**config.mk**
```make
export PLATFORM = sky130hd
export DESIGN_NAME = sram_stream_reader
export DESIGN_NICKNAME = d
export VERILOG_FILES = /design/src/rtl/sram_stream_reader.sv
export SDC_FILE = /design/constraint.sdc
export NUM_CORES = 1
export LEC_CHECK = 0
export ABC_CLOCK_PERIOD_IN_PS = 8800
export CORE_ASPECT_RATIO = 1.4
export CORE_UTILIZATION = 31
export DETAILED_ROUTE_END_ITERATION = 10
export REMOVE_ABC_BUFFERS = 1
export SYNTH_ARGS = -nofsm -noshare
export SYNTH_HDL_FRONTEND = slang
export SYNTH_SLANG_ARGS = --single-unit
```
**constraint.sdc**
```tcl
create_clock -name clock -period 8.8 [get_ports clock]
set_input_delay 2.2 -clock clock [delete_from_list [all_inputs] [get_ports clock]]
set_output_delay 2.2 -clock clock [all_outputs]
set_load 0.05 [all_outputs]
```
**src/rtl/sram_stream_reader.sv**
```systemverilog
// sram_stream_reader
//   Walks the read port of the M4 result memory from base_addr for word_count words.
//   Each word is streamed out over a valid/ready interface through a 2-entry skid FIFO.
//
// Ports
//   clock, reset_n          rising-edge clock, asynchronous active-low reset
//   start                   begin a readout (sampled only while idle)
//   base_addr, word_count   first address and number of words (latched on accepted start)
//   ReadAddress1            memory read address (sampled by the memory on the clock edge)
//   ReadBus1                memory read data, valid the cycle after the address is sampled
//   out_data, out_valid,    stream output; out_data is the FIFO head
//   out_ready               downstream accept
//   busy                    readout in progress
//   done                    one-cycle pulse the cycle after the final handshake
module sram_stream_reader #(
    parameter int unsigned DATA_W = 128,
    parameter int unsigned ADDR_W = 16,
    parameter int unsigned CNT_W  = 17
) (
    input  logic              clock,
    input  logic              reset_n,
    input  logic              start,
    input  logic [ADDR_W-1:0] base_addr,
    input  logic [CNT_W-1:0]  word_count,
    output logic [ADDR_W-1:0] ReadAddress1,
    input  logic [DATA_W-1:0] ReadBus1,
    output logic [DATA_W-1:0] out_data,
    output logic              out_valid,
    input  logic              out_ready,
    output logic              busy,
    output logic              done
);

    typedef enum logic [1:0] {StIdle, StRead, StFlush, StFinish} state_e;

    state_e            r_state;
    state_e            w_state_next;

    logic [ADDR_W-1:0] r_addr;
    logic [ADDR_W-1:0] r_addr_hold;
    logic [CNT_W-1:0]  r_count;
    logic [CNT_W-1:0]  r_issued;
    logic [CNT_W-1:0]  r_accepted;
    logic              r_inflight;

    logic [DATA_W-1:0] r_fifo [2];
    logic              r_rd_ptr;
    logic              r_wr_ptr;
    logic [1:0]        r_occ;

    logic              w_pop;
    logic              w_push;
    logic              w_issue;
    logic [1:0]        w_credit_used;

    assign out_valid = (r_occ != 2'd0);
    assign out_data  = r_fifo[r_rd_ptr];
    assign w_pop     = out_valid & out_ready;
    assign w_push    = r_inflight;

    // A handshake this cycle frees its slot before the next capture, so counting it as
    // released keeps the credit loop at one word per clock while never exceeding 2 entries.
    assign w_credit_used = r_occ + {1'b0, r_inflight} - {1'b0, w_pop};

    assign w_issue = (r_state == StRead) && (r_issued != r_count) && (w_credit_used < 2'd2);

    // Present the next address only on an issue; otherwise hold the last issued address.
    assign ReadAddress1 = w_issue ? r_addr : r_addr_hold;

    assign busy = (r_state == StRead) || (r_state == StFlush);
    assign done = (r_state == StFinish);

    always_comb begin
        w_state_next = r_state;
        unique case (r_state)
            StIdle: begin
                // An empty readout goes through FLUSH, where the accepted==count test is
                // already true, so done arrives on the same cadence as a real drain.
                if (start) begin
                    w_state_next = (word_count == '0) ? StFlush : StRead;
                end
            end
            StRead: begin
                if (r_issued == r_count) begin
                    w_state_next = StFlush;
                end
            end
            StFlush: begin
                if ((r_accepted + CNT_W'(w_pop)) == r_count) begin
                    w_state_next = StFinish;
                end
            end
            StFinish: begin
                w_state_next = StIdle;
            end
            default: begin
                w_state_next = StIdle;
            end
        endcase
    end

    always_ff @(posedge clock or negedge reset_n) begin
        if (!reset_n) begin
            r_state     <= StIdle;
            r_addr      <= '0;
            r_addr_hold <= '0;
            r_count     <= '0;
            r_issued    <= '0;
            r_accepted  <= '0;
            r_inflight  <= 1'b0;
            r_fifo[0]   <= '0;
            r_fifo[1]   <= '0;
            r_rd_ptr    <= 1'b0;
            r_wr_ptr    <= 1'b0;
            r_occ       <= 2'd0;
        end else begin
            r_state    <= w_state_next;
            r_inflight <= w_issue;

            if ((r_state == StIdle) && start) begin
                r_addr     <= base_addr;
                r_count    <= word_count;
                r_issued   <= '0;
                r_accepted <= '0;
            end

            // Address arithmetic wraps naturally at 2^ADDR_W.
            if (w_issue) begin
                r_addr      <= r_addr + ADDR_W'(1);
                r_addr_hold <= r_addr;
                r_issued    <= r_issued + CNT_W'(1);
            end

            if (w_push) begin
                r_fifo[r_wr_ptr] <= ReadBus1;
                r_wr_ptr         <= ~r_wr_ptr;
            end

            if (w_pop) begin
                r_rd_ptr   <= ~r_rd_ptr;
                r_accepted <= r_accepted + CNT_W'(1);
            end

            r_occ <= r_occ + {1'b0, w_push} - {1'b0, w_pop};
        end
    end

endmodule

```
### Word level (Yosys, flattened, before mapping)

Cells that the tools add are included.

* word-level logic and storage cells: 64
* input port bits: 165
* output and inout port bits: 147
* bits in registers: 346

* muxes and demuxes: 17
* reduce and logical (&&, ||, !) cells: 11
* bitwise operators: 5
* equal/unequal tests: 9
* magnitude comparators: 4
* add/subtract/negate cells: 6

Operators by type and width (count)
* $mux W128: 4
* $bwmux W256: 1
* $demux W128 S1: 1
* $mux W17: 3
* $mux W16: 3
* $add A17 B1 Y17 const B: 2
* $eq A17 B17 Y1: 2
* $add A17 B1 Y17: 1
* $logic_not A17 Y1: 1
* $ne A17 B17 Y1: 1
* $add A16 B1 Y16 const B: 1
* $mux W2: 4
* $pmux W2 S4: 1
* $reduce_bool A2 Y1: 3
* $eq A2 B2 Y1 const B: 2
* $ge A2 B2 Y1 const B: 2
* $logic_and A1 B1 Y1: 4
* $ne A2 B1 Y1 const B: 2
* $not A1 Y2: 2
* $reduce_and A3 Y1: 1
* $add A2 B1 Y2: 1
* $eq A2 B1 Y1 const B: 1
* $logic_not A2 Y1: 1
* $lt A2 B1 Y1 const B: 1
* other kinds (6): 7

### Depth between registers and ports, before layout

* depth after elaboration: 6
* gate-level depth with buffers: 15
* depth with buffers taken out: 13

### Worst setup path after synthesis

OpenSTA, ideal clock, no wires.

* path kind: input-to-output
* from: input port out_ready
* to: output port ReadAddress1[15]
* stages on the path: 12
* data arrival time: 4762 ps
* buffers on the path: 3
* data required time: 6600 ps
* path slack: 1838 ps
* cell sequence: nand2_1 inv_1 ha_1 inv_1 ha_1 xnor2_1 xor2_1 o311ai_2 buf_2 buf_4 buf_2 o21ai_1

* longest elaborated chain between the ends: 5

Ends and longest elaborated chain
* start, declared: line 29 `input logic out_ready,`
* $and A1 B1 Y1: line 58 `assign w_pop = out_valid & out_ready;`
* via w_pop: line 51 `logic w_pop;`
* $sub A2 B1 Y2: line 63 `assign w_credit_used = r_occ + {1'b0, r_inflight} - {1'b0, w_pop};`
* $lt A2 B2 Y1: line 65 `assign w_issue = (r_state == StRead) && (r_issued != r_count) && (w_credit_used < 2'd2);`
* $logic_and A1 B1 Y1: line 65
* $mux W16
* end, declared: line 25 `output logic [ADDR_W-1:0] ReadAddress1,`

The timed path passes the listed nets, and every way through them passes these cells.

### Worst setup path in the final report

Ends and elaborated chain as after synthesis.

==> flow_summary.html <==
<table>
<tr><th>Metric</th><th>Value</th></tr>
<tr><th colspan="2">Status</th></tr>
<tr><td>Result of the run</td><td>finished, final reports clean</td></tr>
<tr><th colspan="2">Detailed routing</th></tr>
<tr><td>Wire length on met1</td><td>16.3 mm</td></tr>
<tr><td>Vias</td><td>10900</td></tr>
<tr><td>Number of detailed-routing iterations run before antenna repair</td><td>5</td></tr>
<tr><td>Violation count after the first detailed-route iteration</td><td>337</td></tr>
<tr><td>Sum of routed wire length over all layers</td><td>40.5 mm</td></tr>
<tr><td>Detailed route wirelength on metal2</td><td>20.5 mm</td></tr>
<tr><td>Avg WL per Cell</td><td>18.0 microns</td></tr>
<tr><td>Residual DRC</td><td>0</td></tr>
<tr><td>Via count normalized by instance count</td><td>4.85</td></tr>
<tr><td>Total met3 wirelength after detailed routing</td><td>2.46 mm</td></tr>
<tr><td>DRT antenna net count</td><td>0</td></tr>
<tr><td>Highest routed metal layer</td><td>met4</td></tr>
<tr><th colspan="2">Floorplan</th></tr>
<tr><td>Number of top-level pins</td><td>312</td></tr>
<tr><td>Die span in x</td><td>194 microns</td></tr>
<tr><td>Full die area</td><td>52600 sq um</td></tr>
<tr><td>Vertical die dimension</td><td>271 microns</td></tr>
<tr><td>Initial standard-cell utilization of the core</td><td>31.4%</td></tr>
<tr><td>Core Footprint</td><td>51000 sq um</td></tr>
<tr><td>Row cnt</td><td>98</td></tr>
<tr><th colspan="2">Synthesis</th></tr>
<tr><td>Synth cell types</td><td>58</td></tr>
<tr><td>Async SR Flop Fraction</td><td>100%</td></tr>
<tr><td>Post-Syn Area</td><td>16000 sq um</td></tr>
<tr><td>Post-synthesis instance total</td><td>1276</td></tr>
<tr><td>Part of the Yosys area used for sequential elements</td><td>54.1%</td></tr>
<tr><td>EDFF count, synth</td><td>0</td></tr>
<tr><td>Flip-flop cell with the highest count after synthesis</td><td>sky130_fd_sc_hd__dfrtp_1</td></tr>
<tr><td>Flip-flop and latch count after synthesis</td><td>346</td></tr>
<tr><td>Number of synthesis warnings</td><td>0</td></tr>
<tr><td>Synthesized area divided by synthesized cell count</td><td>12.5 sq um</td></tr>
<tr><th colspan="2">Clock network</th></tr>
<tr><td>Clock net sink count</td><td>346</td></tr>
<tr><td>TritonCTS clock tree</td><td>done</td></tr>
<tr><td>Postcts setup bufs</td><td>0</td></tr>
<tr><td>H-tree depth</td><td>2</td></tr>
<tr><td>Quantity of gates resized following cts</td><td>0</td></tr>
<tr><td>CTS clock-pin slew for the worst setup and hold paths</td><td>0.06 ns</td></tr>
<tr><td>Buffer type at the clock tree root</td><td>sky130_fd_sc_hd__clkbuf_16</td></tr>
<tr><td>TritonCTS buffer count</td><td>38</td></tr>
<tr><td>Worst-Skew Late Latency</td><td>0.55 ns</td></tr>
<tr><td>Hold-fix buffers at CTS</td><td>0</td></tr>
<tr><td>Maximum clock path buffer count</td><td>3</td></tr>
<tr><th colspan="2">Timing</th></tr>
<tr><td>Time the final worst path needs with I/O delays and setup</td><td>7.45 ns</td></tr>
<tr><td>Worst Clk Skew</td><td>0.0212 ns</td></tr>
<tr><td>Worst hold slack</td><td>0.474 ns</td></tr>
<tr><td>Total of endpoints with negative setup slack in the final report</td><td>0</td></tr>
<tr><td>Count of endpoints failing hold in the final timing report</td><td>0</td></tr>
<tr><td>Final slew viol count</td><td>0</td></tr>
<tr><td>Worst slew margin relative to its limit</td><td>28.8%</td></tr>
<tr><td>RSZ-0062 raised after global routing</td><td>no</td></tr>
<tr><td>Fraction of the cycle the final worst path needs</td><td>84.7%</td></tr>
<tr><td>Actual slew at the worst max-slew pin</td><td>1.07 ns</td></tr>
<tr><td>Maximum clock frequency</td><td>134 MHz</td></tr>
<tr><td>Setup Total Neg Slack</td><td>0 ns</td></tr>
<tr><th colspan="2">Critical path</th></tr>
<tr><td>Delay of the slowest critical-path stage</td><td>0.83 ns</td></tr>
<tr><td>Critical path endpoint category</td><td>primary output</td></tr>
<tr><td>Cell type of the slowest stage on the worst timing path</td><td>sky130_fd_sc_hd__clkdlybuf4s50_1</td></tr>
<tr><td>Series of cell instances along the critical path</td><td>clkdlybuf4s50_1 &gt; nand2_1 &gt; inv_1 &gt; ha_1 &gt; inv_1 &gt; ha_1 &gt; xnor2_1 &gt; xor2_1 &gt; o311ai_4 &gt; o21ai_1 &gt; clkdlybuf4s50_1</td></tr>
<tr><td>Highest net fanout along the worst path</td><td>8</td></tr>
<tr><td>Startpoint-to-endpoint class of the critical path</td><td>primary input to primary output</td></tr>
<tr><td>Required arrival time at the worst endpoint</td><td>6.60 ns</td></tr>
<tr><td>Critical path's top delay family</td><td>buffers and inverters</td></tr>
<tr><td>Data arrival time at the worst-slack endpoint</td><td>5.25 ns</td></tr>
<tr><td>Worst Path Buf+Inv</td><td>4</td></tr>
<tr><td>Critical path startpoint category</td><td>primary input</td></tr>
<tr><th colspan="2">Global route</th></tr>
<tr><td>Via count of the first global-routing pass</td><td>11800</td></tr>
<tr><td>Initial antenna violation count</td><td>1</td></tr>
<tr><td>Total routing usage reported by global routing</td><td>15.4%</td></tr>
<tr><td>Pin count of the biggest net entering global routing</td><td>177</td></tr>
<tr><td>GRT overflow</td><td>0</td></tr>
<tr><td>Global-route wire length before repair</td><td>65.1 mm</td></tr>
<tr><th colspan="2">Power</th></tr>
<tr><td>Leakage power of the design</td><td>8.70 nW</td></tr>
<tr><td>Peak supply drop</td><td>0.322 mV</td></tr>
<tr><td>Pwr Density</td><td>460 nW/um^2</td></tr>
<tr><td>Total chip power</td><td>9.64 mW</td></tr>
<tr><th colspan="2">Final layout</th></tr>
<tr><td>Cell area after layout</td><td>21000 sq um</td></tr>
<tr><td>Leading cell types in the layout, fill and taps excluded</td><td>sky130_fd_sc_hd__mux2_2, sky130_fd_sc_hd__dfrtp_1, sky130_fd_sc_hd__clkdlybuf4s50_1</td></tr>
<tr><td>Fraction of layout instances using a drive strength above 1</td><td>30.1%</td></tr>
<tr><td>Non-filler cells, final</td><td>2246</td></tr>
<tr><td>Final-stage net count</td><td>1746</td></tr>
<tr><td>Signed area change from the synthesized netlist to the final layout</td><td>30.9%</td></tr>
<tr><td>Most common cell after layout, fill and taps aside</td><td>sky130_fd_sc_hd__mux2_2</td></tr>
<tr><th colspan="2">Placed design</th></tr>
<tr><td>Number of instances in the placed design</td><td>2178</td></tr>
<tr><td>Number of buffer cells added on primary ports</td><td>311</td></tr>
<tr><td>Final RePlAce weighted congestion</td><td>0.799</td></tr>
<tr><td>Cell Area, Placed</td><td>19700 sq um</td></tr>
<tr><td>Half-perimeter wire length after placement</td><td>27.6 mm</td></tr>
<tr><th colspan="2">Run</th></tr>
<tr><td>Number of max-cap violations</td><td>0</td></tr>
<tr><th colspan="2">Hold path</th></tr>
<tr><td>Worst min-delay path category</td><td>flop to flop</td></tr>
</table>
[path summary, 6_finish.rpt]
kind | end | from | cells after the start | slack (ns)
worst max-delay path | ReadAddress1[15] | out_ready | 11 | 1.35
worst min-delay path | r_addr_hold[10]$_DFF_PN0_ | r_addr_hold[10]$_DFF_PN0_ | 2 | 0.47
worst max register to register | r_addr[13]$_DFFE_PN0P_ | r_occ[1]$_DFF_PN0_ | 12 | 5.14
worst min register to register | r_addr_hold[10]$_DFF_PN0_ | r_addr_hold[10]$_DFF_PN0_ | 2 | 0.47
max in group asynchronous | r_fifo[84]$_DFFE_PN0P_ | reset_n | 2 | 5.48
min in group asynchronous | r_fifo[41]$_DFFE_PN0P_ | reset_n | 1 | 1.77
[synth_stat cells, types with 10 or more instances]
cell	count	area [sq um]
sky130_fd_sc_hd__xnor2_1	20	175
sky130_fd_sc_hd__nor4_1	11	68.8
sky130_fd_sc_hd__a21oi_1	15	75.1
sky130_fd_sc_hd__o21ai_0	16	80.1
sky130_fd_sc_hd__mux2_2	384	4320
sky130_fd_sc_hd__xor2_1	24	210
sky130_fd_sc_hd__nand4_1	10	62.6
sky130_fd_sc_hd__clkbuf_1	52	195
sky130_fd_sc_hd__buf_2	12	60.1
sky130_fd_sc_hd__o21ai_1	26	130
sky130_fd_sc_hd__dfrtp_1	346	8660
sky130_fd_sc_hd__nand2_1	156	586
sky130_fd_sc_hd__ha_1	13	163
sky130_fd_sc_hd__nor2_1	39	146
sky130_fd_sc_hd__inv_1	11	41.3
sky130_fd_sc_hd__nand3_1	29	145
[routing by layer]
metal  vias up  track usage, %
met3        73            3.74
met2       322            27.7
met4         0            5.45
met1      5402            17.8
met5         -               0
li1       5099               -
[layout make-up]
type	instances	area (sq um)
well taps	650	813
clock buffers	59	1120
repair buffers	322	3180
inverters	12	45.0
diodes	1	2.50
clock inverters	8	96.3
multi-input cells	848	7040
flip-flops and latches	346	8660
fillers	4850	30100
[tightest hold or removal path, cell delays in order, from the launching register on]
cell,delay [ns]
sky130_fd_sc_hd__dfrtp_1,0.32
sky130_fd_sc_hd__nand2_1,0.04
sky130_fd_sc_hd__nand2_1,0.07
[sequential cells by signal (all words and copies together) (netlist names)]
register     flops
r_occ            2
r_wr_ptr         1
r_accepted      17
r_addr          16
r_rd_ptr         1
r_state          2
r_addr_hold     16
r_issued        17
r_fifo         256
r_inflight       1
r_count         17
[power breakdown]
part	leakage, nW	switching [mW]	internal, mW
clock network	0.586	0.649	0.909
registers	4.15	0.429	2.33
logic	3.96	3.17	2.14
total	8.70	4.25	5.38
[cells by family after synthesis]
logic type / Yosys count / share of synthesized area, %
AO/OA/AOI/OAI: 104 / 4.33
AND/OR/NAND/NOR: 299 / 8.81
flip-flops: 346 / 54.1
XOR/XNOR: 44 / 2.41
adder cells (fa/ha/maj): 13 / 1.02
multiplexers: 388 / 27.3
buffers and inverters: 82 / 2.11
[per-stage QoR]
step | util (%) | worst slack, ns
3_5_place_dp | 38.7 | 1.34
3_3_place_gp | 38.7 | 1.36
6_report | 41.1 | 1.35
5_1_grt | 41.1 | 1.15
2_1_floorplan | - | 1.41
4_1_cts | 41.1 | 1.32
Note: power is estimated with default switching activity, not from simulation.
